[src/rtl/nn_adder_pkg.sv]
// nn_adder_pkg: sizing and arithmetic helpers shared by the adder tree and its stages
package nn_adder_pkg;
  localparam int MAX_WIDTH = 64;
  typedef logic signed [MAX_WIDTH-1:0] wide_sum_t;
  function automatic int tree_levels(input int n);
    int l = 0;
    for (int m = n; m > 1; m = (m + 1) / 2) l++;
    return l;
  endfunction
  // Element count after lvl rounds of pairwise reduction; an odd element carries through.
  function automatic int level_count(input int n, input int lvl);
    int m = n;
    for (int i = 0; i < lvl; i++) m = (m + 1) / 2;
    return m;
  endfunction
  function automatic wide_sum_t sat_clamp(input wide_sum_t value, input int width);
    wide_sum_t hi = (wide_sum_t'(1) <<< (width - 1)) - 1;
    wide_sum_t lo = -hi - 1;
    return value > hi ? hi : value < lo ? lo : value;
  endfunction
endpackage

[src/rtl/adder_tree_stage.sv]
// adder_tree_stage: one registered tree level; PAIR=1 adds adjacent pairs, PAIR=0 only registers.
module adder_tree_stage #(
  parameter int N_IN = 2,
  parameter int WIDTH = 16,
  parameter bit PAIR = 1'b1,
  localparam int N_OUT = PAIR ? (N_IN + 1) / 2 : N_IN
) (
  input  logic                   clk_in,
  input  logic                   rst_n_in,
  input  logic [N_IN*WIDTH-1:0]  data_in,
  input  logic                   valid_in,
  output logic                   ready_out,
  output logic [N_OUT*WIDTH-1:0] data_out,
  output logic                   valid_out,
  input  logic                   ready_in
);
  logic [N_OUT*WIDTH-1:0] next_data;
  for (genvar j = 0; j < N_OUT; j++) begin : g_elem
    if (!PAIR) begin : g_pass
      assign next_data[j*WIDTH +: WIDTH] = data_in[j*WIDTH +: WIDTH];
    end else if (2 * j + 1 < N_IN) begin : g_add
      assign next_data[j*WIDTH +: WIDTH] = $signed(data_in[2*j*WIDTH +: WIDTH])
                                         + $signed(data_in[(2*j+1)*WIDTH +: WIDTH]);
    end else begin : g_odd
      assign next_data[j*WIDTH +: WIDTH] = data_in[2*j*WIDTH +: WIDTH];
    end
  end
  // An empty stage loads regardless of downstream, which is what collapses bubbles.
  assign ready_out = !valid_out || ready_in;
  always_ff @(posedge clk_in or negedge rst_n_in) begin
    if (!rst_n_in) begin
      valid_out <= 1'b0;
      data_out <= '0;
    end else if (ready_out) begin
      valid_out <= valid_in;
      if (valid_in) data_out <= next_data;
    end
  end
endmodule

[src/rtl/adder_tree.sv]
// adder_tree: pipelined signed reduction of NUM_ADDENDS addends with valid/ready flow control.
// Define ADDER_TREE_SAT_EN to clamp a narrowed sum (and flag sat_out) instead of wrapping it.
module adder_tree
  import nn_adder_pkg::*;
#(
  parameter int NUM_ADDENDS = 8,
  parameter int ADDEND_WIDTH = 16,
  parameter int LEVELS = tree_levels(NUM_ADDENDS),
  parameter int FULL_WIDTH = ADDEND_WIDTH + LEVELS,
  parameter int SUM_WIDTH = FULL_WIDTH
) (
  input  logic                                clk_in,
  input  logic                                rst_n_in,
  input  logic [NUM_ADDENDS*ADDEND_WIDTH-1:0] addends_in,
  input  logic                                valid_in,
  output logic                                ready_out,
  output logic [SUM_WIDTH-1:0]                sum_out,
  output logic                                valid_out,
  input  logic                                ready_in,
  output logic                                sat_out
);
  logic [NUM_ADDENDS*FULL_WIDTH-1:0] ext;
  logic [LEVELS+1:0] vld, rdy;
  logic [FULL_WIDTH-1:0] fin;
  for (genvar i = 0; i < NUM_ADDENDS; i++) begin : g_ext
    assign ext[i*FULL_WIDTH +: FULL_WIDTH] = FULL_WIDTH'($signed(addends_in[i*ADDEND_WIDTH +: ADDEND_WIDTH]));
  end
  assign vld[0] = valid_in;
  assign rdy[LEVELS+1] = ready_in;
  // Level 0 only registers the widened addends; levels 1..LEVELS reduce pairwise.
  for (genvar k = 0; k <= LEVELS; k++) begin : g_lvl
    localparam int NI = k == 0 ? NUM_ADDENDS : level_count(NUM_ADDENDS, k - 1);
    logic [NI*FULL_WIDTH-1:0] din;
    logic [level_count(NUM_ADDENDS, k)*FULL_WIDTH-1:0] dout;
    if (k == 0) begin : g_src
      assign din = ext;
    end else begin : g_src
      assign din = g_lvl[k-1].dout;
    end
    adder_tree_stage #(.N_IN(NI), .WIDTH(FULL_WIDTH), .PAIR(k != 0)) u_stage (
      .clk_in(clk_in),
      .rst_n_in(rst_n_in),
      .data_in(din),
      .valid_in(vld[k]),
      .ready_out(rdy[k]),
      .data_out(dout),
      .valid_out(vld[k+1]),
      .ready_in(rdy[k+1])
    );
  end
  assign fin = g_lvl[LEVELS].dout;
  assign ready_out = rdy[0];
  assign valid_out = vld[LEVELS+1];
`ifdef ADDER_TREE_SAT_EN
  wide_sum_t full, clamped;
  assign full = wide_sum_t'($signed(fin));
  assign clamped = sat_clamp(full, SUM_WIDTH);
  assign sum_out = SUM_WIDTH'(clamped);
  assign sat_out = valid_out && clamped != full;
`else
  assign sum_out = SUM_WIDTH'(fin);
  assign sat_out = 1'b0;
`endif
endmodule

[config.mk]
export PLATFORM = sky130hd
export DESIGN_NAME = adder_tree
export DESIGN_NICKNAME = d
export VERILOG_FILES = /design/src/rtl/nn_adder_pkg.sv /design/src/rtl/adder_tree_stage.sv /design/src/rtl/adder_tree.sv
export SDC_FILE = /design/constraint.sdc
export NUM_CORES = 1
export LEC_CHECK = 0
export BUFFER_PORTS_ARGS = -buffer_cell sky130_fd_sc_hd__buf_2
export CELL_PAD_IN_SITES_DETAIL_PLACEMENT = 0
export CELL_PAD_IN_SITES_GLOBAL_PLACEMENT = 1
export CORE_ASPECT_RATIO = 2
export CORE_UTILIZATION = 43
export DETAILED_ROUTE_END_ITERATION = 6
export GPL_ROUTABILITY_DRIVEN = 0
export PLACE_DENSITY_LB_ADDON = 0.1
export SYNTH_ARGS = -nofsm -noshare
export SYNTH_HDL_FRONTEND = slang
export SYNTH_SLANG_ARGS = --single-unit
[constraint.sdc]
create_clock -name clk_in -period 2.4 [get_ports clk_in]
set_input_delay 0.24 -clock clk_in [delete_from_list [all_inputs] [get_ports clk_in]]
set_output_delay 0.24 -clock clk_in [all_outputs]
set_load 0.02 [all_outputs]
==> qor.csv <==
metric,value,unit
outcome,finished clean,
fin_tns_setup,0,ns
grt_pass1_wl,65800,µm
endpoint_kind,register,
slowest_stage,dfrtp_1,
p_leak,0.00884,µW
hold_viol_final,0,
initial_core_util,43.8,%
cts_made_buffers,27,
cts_tree,yes,
setup_viol,0,
critical_path_buf_inv_count,3,
syn_inst,1539,
synthFlopType,dfrtp_1,
grt_overflow,0,
cts.sinks,265,
min_period,2.32,ns
die_x,136,µm
startpoint_type,register,
num_io_pins,154,
antenna_found_initial,0,
grt_max_degree,63,
ant_nets,0,
critPathMaxStageDelay,0.39,ns
core_area,0.0352,mm²
required,2.84,ns
syn_area_per_cell,10.0,µm²
ys_seq_elements,265,
hpwl,31500,µm
cp_cell_sequence,"ha_2, inv_1, fa_2, nor2b_1, o21ai_1, a21oi_1, buf_4, buf_4, o31a_1, nor4b_1, a211o_1",
postPlaceCellArea,0.0171,mm²
post_drt_wl_per_cell,17.6,µm
first_global_vias,13124,
period_share,96.7,%
r2r_cells,11,
r2r-start,g_lvl[0].u_stage.data_out[114]$_DFFE_PN0P_,
min_path_type,in2reg,
stdcell_area,0.0195,mm²
drv_slew,0,
seq_area_frac_synth,43.0,%
cap_viol_max_count,0,
worstHoldStart,ready_in,
netlist_area,0.0154,mm²
num_vias,12471,
reg2reg_to,g_lvl[1].u_stage.data_out[71]$_DFFE_PN0P_,
max_freq,431,MHz
skew,0.0185,ns
rows,97,
drive_gt1_share,23.1,%
area_delta_synth_final,26.4,%
drc,0,
clockRootBuffer,clkbuf_16,
powerDensity,1190,mW/mm²
holdWs,0.133,ns
clkLatencyLatePin,0.55,ns
synth_nets,1796,
cp_max_fo,3,
synthArstFlopShare,100,%
critical_path.startpoint,g_lvl[0].u_stage.data_out[114]$_DFFE_PN0P_,
path_class,reg2reg,
cp_top_family,compound AO/OA/AOI/OAI gates,
nets,2121,
h-tree-depth,1,
arrival,2.76,ns
synth_warnings,0,
critical_path.most_common_cell,buf_4,
grt_usage,22.9,%
irDropWorstVdd,0.751,mV
tightest_slew,0.555,ns
initialDrtViolationCount,372,
drt_wl_total,41000,µm
reg2reg_slack,0.08,ns
hold_path_depth,3,
antenna_cells,0,
io_buffers,152,
synth_edf_count,0,
clockBufferDepth,3,
die-height,270,µm
holdPathEnd,g_lvl[1].u_stage.valid_out$_DFFE_PN0P_,
clkTransAtPathRegs,0.06,ns
slew_headroom,62.8,%
ys_types,75,
vias_per_cell,5.36,
dr.pass1.iters,4,
die-area,0.0367,mm²
finish.utilization,55.4,%
where the power goes:
group | switching (µW) | internal, µW | leakage, µW
clock network | 1810 | 2660 | 0.000455
registers | 1050 | 5890 | 0.00315
logic | 6490 | 5240 | 0.00524
repair_timing:
| item | in CTS | in global routing |
|---|---|---|
| pin swaps | 0 | 12 |
| hold buffers | 130 | 0 |
| endpoints found under the setup margin | 4 | 29 |
| hold endpoints to repair | 177 | 0 |
| resized for setup | 3 | 27 |
| buffers inserted | 0 | 4 |
sequential cells by signal (all words and copies together), names as in the netlist:
register and count:
g_lvl.u_stage.data_out 261, g_lvl.u_stage.valid_out 4
cells in the mapped netlist (21+ instances only):
cell type  number  share of area, %
clkbuf_1       27              0.66
a21oi_1        90               2.9
buf_2          21              0.68
inv_1          43               1.0
nand3_1        30              0.97
nand2b_1       22              0.89
xnor2_1        39               2.2
a21o_1         33               1.6
xor2_1         33               1.9
nor2_1         69               1.7
nand2_1       201               4.9
o21ai_0       133               4.3
dfrtp_1       265                43
ha_1          118               9.6
nor3_1         24              0.78
mux2_2        130               9.5
layout make-up:
type,count,area (µm²)
multi-input cells,1177,8550
clock buffers,35,766
fillers,3189,15700
well taps,445,557
inverters,43,161
clock inverters,10,156
flip-flops and latches,265,6630
repair buffers,350,2680
metal layers:
metal	vias up	GRT usage [%]	wire length [µm]
li1	6237	-	-
met1	5969	22.2	14400
met2	187	47.2	24100
met3	78	1.76	812
met4	0	9.44	1690
met5	-	0	0
layout by cell type (no fill, tap or decap), types with 23 or more instances in the layout:
cell type and n:
a21o_1 33, a21oi_1 85, buf_2 151, buf_4 60, clkbuf_16 27, dfrtp_1 265
dlygate4sd3_1 130, ha_1 114, inv_1 43, mux2_2 130, nand2_1 198, nand3_1 30
nor2_1 69, nor3_1 23, o21ai_0 131, xnor2_1 39, xor2_1 33
worst min-delay path: cells and delay by family:
family                 cells  cell delay, ns
AND/OR/NAND/NOR            2            0.28
buffers and inverters      1            0.10
metrics by stage:
step / worst slack, ns / total power (µW) / std cells
CTS: 0.000959 / 23100 / 2321
global placement: -0.0608 / 18200 / 2146
detailed placement: -0.109 / 18400 / 2146
floorplan: 0.194 / 14900 / 1539
finish: 0.0798 / 23100 / 2325
global route: -0.0251 / 25000 / 2325
logic make-up (layout without fill, tap and decap cells):
group / count (synthesis) / count (layout) / synth area share (%)
adders and majority gates: 125 / 125 / 10.5
xor gates and xnor gates: 72 / 72 / 4.09
muxes: 134 / 134 / 9.75
and+or+nand+nor: 415 / 415 / 12.2
DFF: 265 / 265 / 43.0
AOI/OAI and AO/OA: 430 / 430 / 17.9
other: 1 / 1 / 0.0243
buffers and inverters: 97 / 438 / 2.55
worst max-delay path by stage:
| stage | to | slack (ns) | cells past startpoint |
|---|---|---|---|
| 2_1_floorplan | g_lvl[1].u_stage.data_out[73]$_DFFE_PN0P_ | 0.19 | 9 |
| 3_3_place_gp | g_lvl[1].u_stage.data_out[75]$_DFFE_PN0P_ | -0.06 | 10 |
| 3_5_place_dp | g_lvl[1].u_stage.data_out[73]$_DFFE_PN0P_ | -0.11 | 10 |
| 4_1_cts | g_lvl[1].u_stage.data_out[71]$_DFFE_PN0P_ | 0.001 | 11 |
| 5_1_grt | g_lvl[2].u_stage.data_out[14]$_DFFE_PN0P_ | -0.03 | 7 |
| 6_report | g_lvl[1].u_stage.data_out[71]$_DFFE_PN0P_ | 0.08 | 11 |
(Power assumes the default switching activity.)
